<file path="config.mk">
export PLATFORM = sky130hd
export DESIGN_NAME = sram_arbiter
export DESIGN_NICKNAME = d
export VERILOG_FILES = /design/src/rtl/sram_arbiter_pkg.sv /design/src/rtl/sram_arbiter.sv
export SDC_FILE = /design/constraint.sdc
export NUM_CORES = 1
export LEC_CHECK = 0
export ABC_AREA = 0
export CAP_MARGIN = 10
export CORE_MARGIN = 10
export CORE_UTILIZATION = 30
export DETAILED_ROUTE_END_ITERATION = 10
export PLACE_DENSITY = 0.76
export SLEW_MARGIN = 10
export SYNTH_ARGS = -nofsm -noshare
export SYNTH_HDL_FRONTEND = slang
export SYNTH_SLANG_ARGS = --single-unit
export TNS_END_PERCENT = 100
</file>
<file path="constraint.sdc">
create_clock -name clk -period 1.1 [get_ports clk]
set_input_delay 0.22 -clock clk [delete_from_list [all_inputs] [get_ports clk]]
set_output_delay 0.22 -clock clk [all_outputs]
set_load 0.05 [all_outputs]
</file>
<file path="src/rtl/sram_arbiter_pkg.sv">
// Shared definitions for the single-port sram-like arbiter: FSM and owner
// encodings, op codes and the latched request payload.
package sram_arbiter_pkg;

  typedef enum logic [1:0] {
    IDLE = 2'd0,
    REQ  = 2'd1,
    RESP = 2'd2
  } state_e;

  typedef enum logic {
    OWN_INST = 1'b0,
    OWN_DATA = 1'b1
  } owner_e;

  localparam logic OP_READ  = 1'b0;
  localparam logic OP_WRITE = 1'b1;

  typedef struct packed {
    logic        wr;
    logic [31:0] addr;
    logic [3:0]  wstrb;
    logic [31:0] wdata;
  } sram_req_t;

endpackage

</file>
<file path="src/rtl/sram_arbiter.sv">
// Two-requester (inst/data) to one sram-like master arbiter, one transaction in
// flight. Optional inst starvation guard enabled by macro ARB_STARVE_GUARD_EN.
module sram_arbiter
  import sram_arbiter_pkg::*;
#(
  parameter int STARVE_LIMIT = 4
) (
  input  logic        clk,
  input  logic        rst_p,
  input  logic        inst_req,
  input  logic [31:0] inst_addr,
  output logic        inst_addr_ok,
  output logic        inst_data_ok,
  output logic [31:0] inst_rdata,
  input  logic        data_req,
  input  logic        data_wr,
  input  logic [31:0] data_addr,
  input  logic [3:0]  data_wstrb,
  input  logic [31:0] data_wdata,
  output logic        data_addr_ok,
  output logic        data_data_ok,
  output logic [31:0] data_rdata,
  output logic        m_req,
  output logic        m_wr,
  output logic [31:0] m_addr,
  output logic [3:0]  m_wstrb,
  output logic [31:0] m_wdata,
  input  logic        m_addr_ok,
  input  logic        m_data_ok,
  input  logic [31:0] m_rdata,
  output logic        busy,
  output state_e      state_dbg
);

  if (STARVE_LIMIT < 1) begin : g_limit_check
    $error("STARVE_LIMIT must be at least 1");
  end

  state_e    state_q, state_d;
  owner_e    owner_q, owner_d;
  sram_req_t pay_q, pay_d;
  logic      grant;
  logic      starve_hit;
  logic      addr_hit;
  logic      data_hit;

  // Data wins unless the guard says inst has waited long enough.
  function automatic owner_e pick_owner(input logic i_req, input logic d_req,
                                        input logic hit);
    if (d_req && !(hit && i_req)) return OWN_DATA;
    return OWN_INST;
  endfunction

  assign grant = (state_q == IDLE) && (inst_req || data_req);

  always_comb begin
    state_d = state_q;
    owner_d = owner_q;
    pay_d   = pay_q;
    unique case (state_q)
      IDLE: begin
        if (grant) begin
          owner_d = pick_owner(inst_req, data_req, starve_hit);
          if (owner_d == OWN_DATA) begin
            pay_d.wr    = data_wr;
            pay_d.addr  = data_addr;
            pay_d.wstrb = data_wstrb;
            pay_d.wdata = data_wdata;
          end else begin
            pay_d.wr    = OP_READ;
            pay_d.addr  = inst_addr;
            pay_d.wstrb = 4'h0;
            pay_d.wdata = 32'h0;
          end
          state_d = REQ;
        end
      end
      REQ:     if (m_addr_ok) state_d = RESP;
      RESP:    if (m_data_ok) state_d = IDLE;
      default: state_d = IDLE;
    endcase
  end

  always_ff @(posedge clk) begin
    if (rst_p) begin
      state_q <= IDLE;
      owner_q <= OWN_INST;
      pay_q   <= '0;
    end else begin
      state_q <= state_d;
      owner_q <= owner_d;
      pay_q   <= pay_d;
    end
  end

`ifdef ARB_STARVE_GUARD_EN
  localparam int CW = $clog2(STARVE_LIMIT + 1);
  logic [CW-1:0] starve_q, starve_d;

  assign starve_hit = (starve_q == CW'(STARVE_LIMIT));

  // Counts data grants that bypassed a waiting inst; saturates at the limit.
  always_comb begin
    starve_d = starve_q;
    if (grant) begin
      if (owner_d == OWN_DATA && inst_req) begin
        if (!starve_hit) starve_d = starve_q + 1'b1;
      end else begin
        starve_d = '0;
      end
    end
  end

  always_ff @(posedge clk) begin
    if (rst_p) starve_q <= '0;
    else       starve_q <= starve_d;
  end
`else
  assign starve_hit = 1'b0;
`endif

  assign addr_hit = (state_q == REQ) && m_addr_ok;
  assign data_hit = (state_q == RESP) && m_data_ok;

  assign inst_addr_ok = addr_hit && (owner_q == OWN_INST);
  assign data_addr_ok = addr_hit && (owner_q == OWN_DATA);
  assign inst_data_ok = data_hit && (owner_q == OWN_INST);
  assign data_data_ok = data_hit && (owner_q == OWN_DATA);
  assign inst_rdata   = m_rdata;
  assign data_rdata   = m_rdata;

  assign m_req     = (state_q == REQ);
  assign m_wr      = pay_q.wr;
  assign m_addr    = pay_q.addr;
  assign m_wstrb   = pay_q.wstrb;
  assign m_wdata   = pay_q.wdata;
  assign busy      = (state_q != IDLE);
  assign state_dbg = state_q;

endmodule

</file>
-- Word level (Yosys, flattened, before mapping)
Index checks and enable logic that the tools add are counted.
- add/sub/neg operators: 0
- multiply operators: 0
- divide/modulo/power cells: 0
- order comparisons: 0
- eq/ne operators: 5
- shift operators: 0
- muxes and demuxes: 12
- bitwise gates (word level): 1
- reductions and logical operators: 12
- operators with widths (operator ; count):
    two-way mux 69 bit ; 1
    logical AND 1 bit ; 7
    two-way mux 1 bit ; 7
    two-way mux 2 bit ; 3
    case mux 2 bit (3 select lines) ; 1
    != test 2 bit, second input constant ; 2
    AND reduction 3 bit ; 1
    == test 2 x 1 -> 1 bit, second input constant ; 1
    == test 2 bit, second input constant ; 1
    zero test 2 bit ; 1
    != test 2 x 1 -> 1 bit, second input constant ; 1
    AND reduction 2 bit ; 1
    nonzero test 2 bit ; 1
    logical OR 1 bit ; 1
    NOT 1 bit ; 1
- register bits after elaboration: 72
- latch bits: 0
- memory bits (writable): 0
- memory bits (read-only): 0
- input port bits: 139
- output and inout port bits: 141
- word-level logic and storage cells: 36
- memories: 0

-- Longest topological paths before layout
- depth after elaboration: 8
- depth in mapped cells: 6
- gate-level depth less buffers: 4

-- Worst setup path before layout
No wires, ideal clock.
- path kind: reg2out
- from: register state_q[0], in the netlist state_dbg[0]
- to: output inst_addr_ok
- arrival: 2.501 ns
- required time: 0.880 ns
- setup slack: -1.621 ns
- stages on the path, launching flop included: 4
- buffers on the path: 0
- cell sequence: dfxtp_1 nor2b_1 nand2_1 nor2_1
- longest elaborated chain between the ends: 3
- RTL lines (element ; RTL line ; source):
    start, declared ; sram_arbiter.sv:39 ; state_e state_q, state_d;
    start signal, assigned ; sram_arbiter.sv:90 ; state_q <= state_d;
    == test 2 x 1 -> 1 bit ; - ;
    named net m_req ; sram_arbiter.sv:23 ; output logic m_req,
    logical AND 1 bit ; sram_arbiter.sv:122 ; assign addr_hit = (state_q == REQ) && m_addr_ok;
    logical AND 1 bit ; sram_arbiter.sv:125 ; assign inst_addr_ok = addr_hit && (owner_q == OWN_INST);
    end, declared ; sram_arbiter.sv:12 ; output logic inst_addr_ok,
The timed path passes the listed nets, and every way through them passes these cells.

-- Worst setup path in the final report
- from: register state_q[0], in the netlist state_dbg[0]
- to: output inst_addr_ok
- longest elaborated chain between the ends: 3
- RTL lines (element ; RTL line):
    == test 2 x 1 -> 1 bit ; sram_arbiter.sv:122
    logical AND 1 bit ; sram_arbiter.sv:122
    logical AND 1 bit ; sram_arbiter.sv:125
Every way passes these cells.

==> metrics.cfg <==
[finish]
final_cell_count_no_fill = 701
antenna_cells = 0
utilization_pct = 67.4
layout-drive-gt1-share_pct = 67.2
syn2layout_area_growth_pct = 122
nets = 692
postLayoutCellArea_um2 = 7660

[routing]
drc = 0
drt_pass1_iterations = 4
detail_route.wl_per_cell_um = 22.0
dr.first_iter.drc_count = 175
antenna_left = 0
drt-total-wl_um = 15400
routed_via_density = 5.13
vias = 3596

[cts]
clk_latency_ps = 330
cts_made_buffers = 9
clock_path_buffers = 2
path_clk_slew_ps = 60
cts_tree = built
cts_sinks = 72
cts_hold_buf = 0
clockRootBuffer = clkbuf_16
h-tree-depth = 3

[synthesis]
syn-num-nets = 536
ys_warn_count = 0
synthDistinctLibCells = 23
syn_avg_cell_area_um2 = 8.71
syn_area_um2 = 3460
synthCells = 397
ys_seq_area_share_pct = 41.7
ys_seq_elements = 72

[place]
dpl.cell_count = 653
place_area_um2 = 6160
dp_slack_ps = -432
dp_hpwl_um = 9970
globalplace.congestion = 0.744
port_buffers = 183

[timing]
rsz0062_at_grt = yes
fin_crit_ps = 1460
fmax_ghz = 0.685
setup_violations = 79
relSlewSlack_pct = 75.3
post-route-period-util_pct = 133
worstMarginPinSlew_ps = 370
postLayoutSetupSlackWorst_ps = -360
finalHoldViolations = 0
setup-tns-final_ps = -16930
finClkSkew_ps = 3.98
slew_violations = 0

[power]
power.internal_uw = 7180
p_seq_share_pct = 29.6
pwr-share-comb_pct = 40.9
leakage_uw = 0.00299
p_clk_share_pct = 29.4
switching_share_pct = 33.4
power_density_nw_per_um2 = 1410
ir_drop_mv = 0.783
switchingPower_uw = 3600

[global_route]
grt_max_degree = 51
grt_pass1_vias = 3906
antenna_found_initial = 1
track_usage_pct = 16.8
gr-total-overflow = 0
grt_pass1_wl_um = 21700

[setup_path]
r2r_start = state_dbg[1]$_SDFFE_PP0P_
reg2reg_depth = 7
rrSetupSlack_ps = -330
r2r_end = m_wdata[25]$_SDFFE_PP0P_
worstSetupEndpointType = output pin
cp.required_ps = 880
worstSetupPathType = flop to output pin
startpoint_type = flop
crit_arrival_ps = 1240
path_max_fanout = 4

[floorplanning]
num_io_pins = 280
die_area_um2 = 16200
die_x_um = 127
die_h_um = 127
rows = 39
coreArea_um2 = 11400
initial_core_util_pct = 30.4

[outcome]
status = complete, but fails checks
violations = setup timing

[hold_path]
worst_hold_path_type = primary input to flop
hold_end = m_addr[18]$_SDFFE_PP0P_
hp-start = rst_p
hold_depth = 3

[run]
drv_cap = 0

==> what timing repair did <==
item                       in CTS  in global routing
pin swaps                      27                 62
setup endpoints to repair     117                101
gates resized for setup        78                157
gates cloned                   10                  3
setup buffers                  20                 11
==> worst max-delay path, cell delays in order (launching register included) <==
cell	delay [ps]
dfxtp_4	380
nor2b_4	190
nand2_2	90
nor2_4	110
buf_12	140
==> metal layers <==
layer	vias to the layer above	part of all wire, %	wire (um)	global-route usage [%]
li1	1645	-	-	-
met1	1736	35	5350	16.1
met2	169	53	8240	30.6
met3	44	9.2	1420	7.32
met4	2	2.7	418	7.23
met5	-	0.084	13	0
==> synth_stat cells, drive strengths merged <==
| cell type | n | area share (%) |
|---|---|---|
| a211oi | 32 | 6.9 |
| nor3b | 2 | 0.76 |
| or3b | 1 | 0.25 |
| dfxtp | 72 | 42 |
| clkbuf | 10 | 1.1 |
| nor2b | 1 | 0.18 |
| buf | 87 | 18 |
| or2 | 1 | 0.18 |
| nor2 | 4 | 0.72 |
| o21ai | 38 | 5.5 |
| a21oi | 72 | 10 |
| mux2i | 32 | 9.3 |
| nand2 | 41 | 4.5 |
| nor3 | 1 | 0.14 |
| inv | 1 | 0.11 |
| and3 | 1 | 0.18 |
| nand2b | 1 | 0.18 |
==> state kept, by name, summed over array words and instances (netlist names) <==
| register | cells |
|---|---|
| m_wstrb | 4 |
| owner_q | 1 |
| state_dbg | 2 |
| m_addr | 32 |
| m_wr | 1 |
| m_wdata | 32 |
==> power by group through the flow <==
stage / logic, uW / clock network [uW] / registers, uW
final: 4410 / 3170 / 3200
after global routing: 4590 / 3350 / 3220
after CTS: 4090 / 3230 / 3160
after detailed placement: 3460 / 0 / 3180
after global placement: 3400 / 0 / 3170
after floorplan: 1600 / 0 / 3850
==> metrics by stage <==
stage,hold WS (ps),power (uW)
after CTS,329,10500
after floorplan,360,5450
after global routing,352,11200
final,340,10800
after global placement,440,6570
after detailed placement,440,6640
==> logic make-up (layout without fill, tap and decap cells) <==
family / after synthesis / in the layout / share of synthesized area, %
AND/OR/NAND/NOR: 53 / 53 / 7.06
multiplexers: 32 / 32 / 9.26
buffers and inverters: 98 / 259 / 19.1
flip-flops: 72 / 72 / 41.7
AO/OA/AOI/OAI: 142 / 142 / 22.9
==> worst max path at each step <==
stage	start	to	slack, ps	cells after the start
floorplan	state_dbg[0]$_SDFFE_PP0P_	inst_addr_ok	-460	3
global placement	inst_req	m_addr[27]$_SDFFE_PP0P_	-370	5
detailed placement	inst_req	m_addr[26]$_SDFFE_PP0P_	-430	5
CTS	state_dbg[0]$_SDFFE_PP0P_	data_addr_ok	-360	3
global route	state_dbg[0]$_SDFFE_PP0P_	inst_addr_ok	-410	4
finish	state_dbg[0]$_SDFFE_PP0P_	inst_addr_ok	-360	4
==> cell type report <==
cell class                 count  area, um2
timing repair buffer         242       3490
multi-input combinational    227       2140
clock buffer                   9        225
inverter                       1       6.26
clock inverter                 7       95.1
sequential                    72       1530
fill                         812       3700
tap                          143        179
==> cell usage in the layout, fill, tap and decap left out, types with 2 or more instances in the layout <==
cell type          n
a211oi_2          31
a21oi_1           12
a21oi_2           53
a21oi_4            7
buf_12            92
buf_16             7
buf_2              2
buf_4             17
buf_6             14
buf_8              3
bufinv_16          2
clkbuf_16         12
clkdlybuf4s50_1  103
clkinv_2           2
dfxtp_1            7
dfxtp_2           62
dfxtp_4            3
mux2i_1           32
nand2_1            4
nand2_2           11
nand2_4           26
nor2_4             4
nor3b_4            2
o21ai_1           21
o21ai_2           16
No activity file was read; power rests on OpenSTA's default activity.
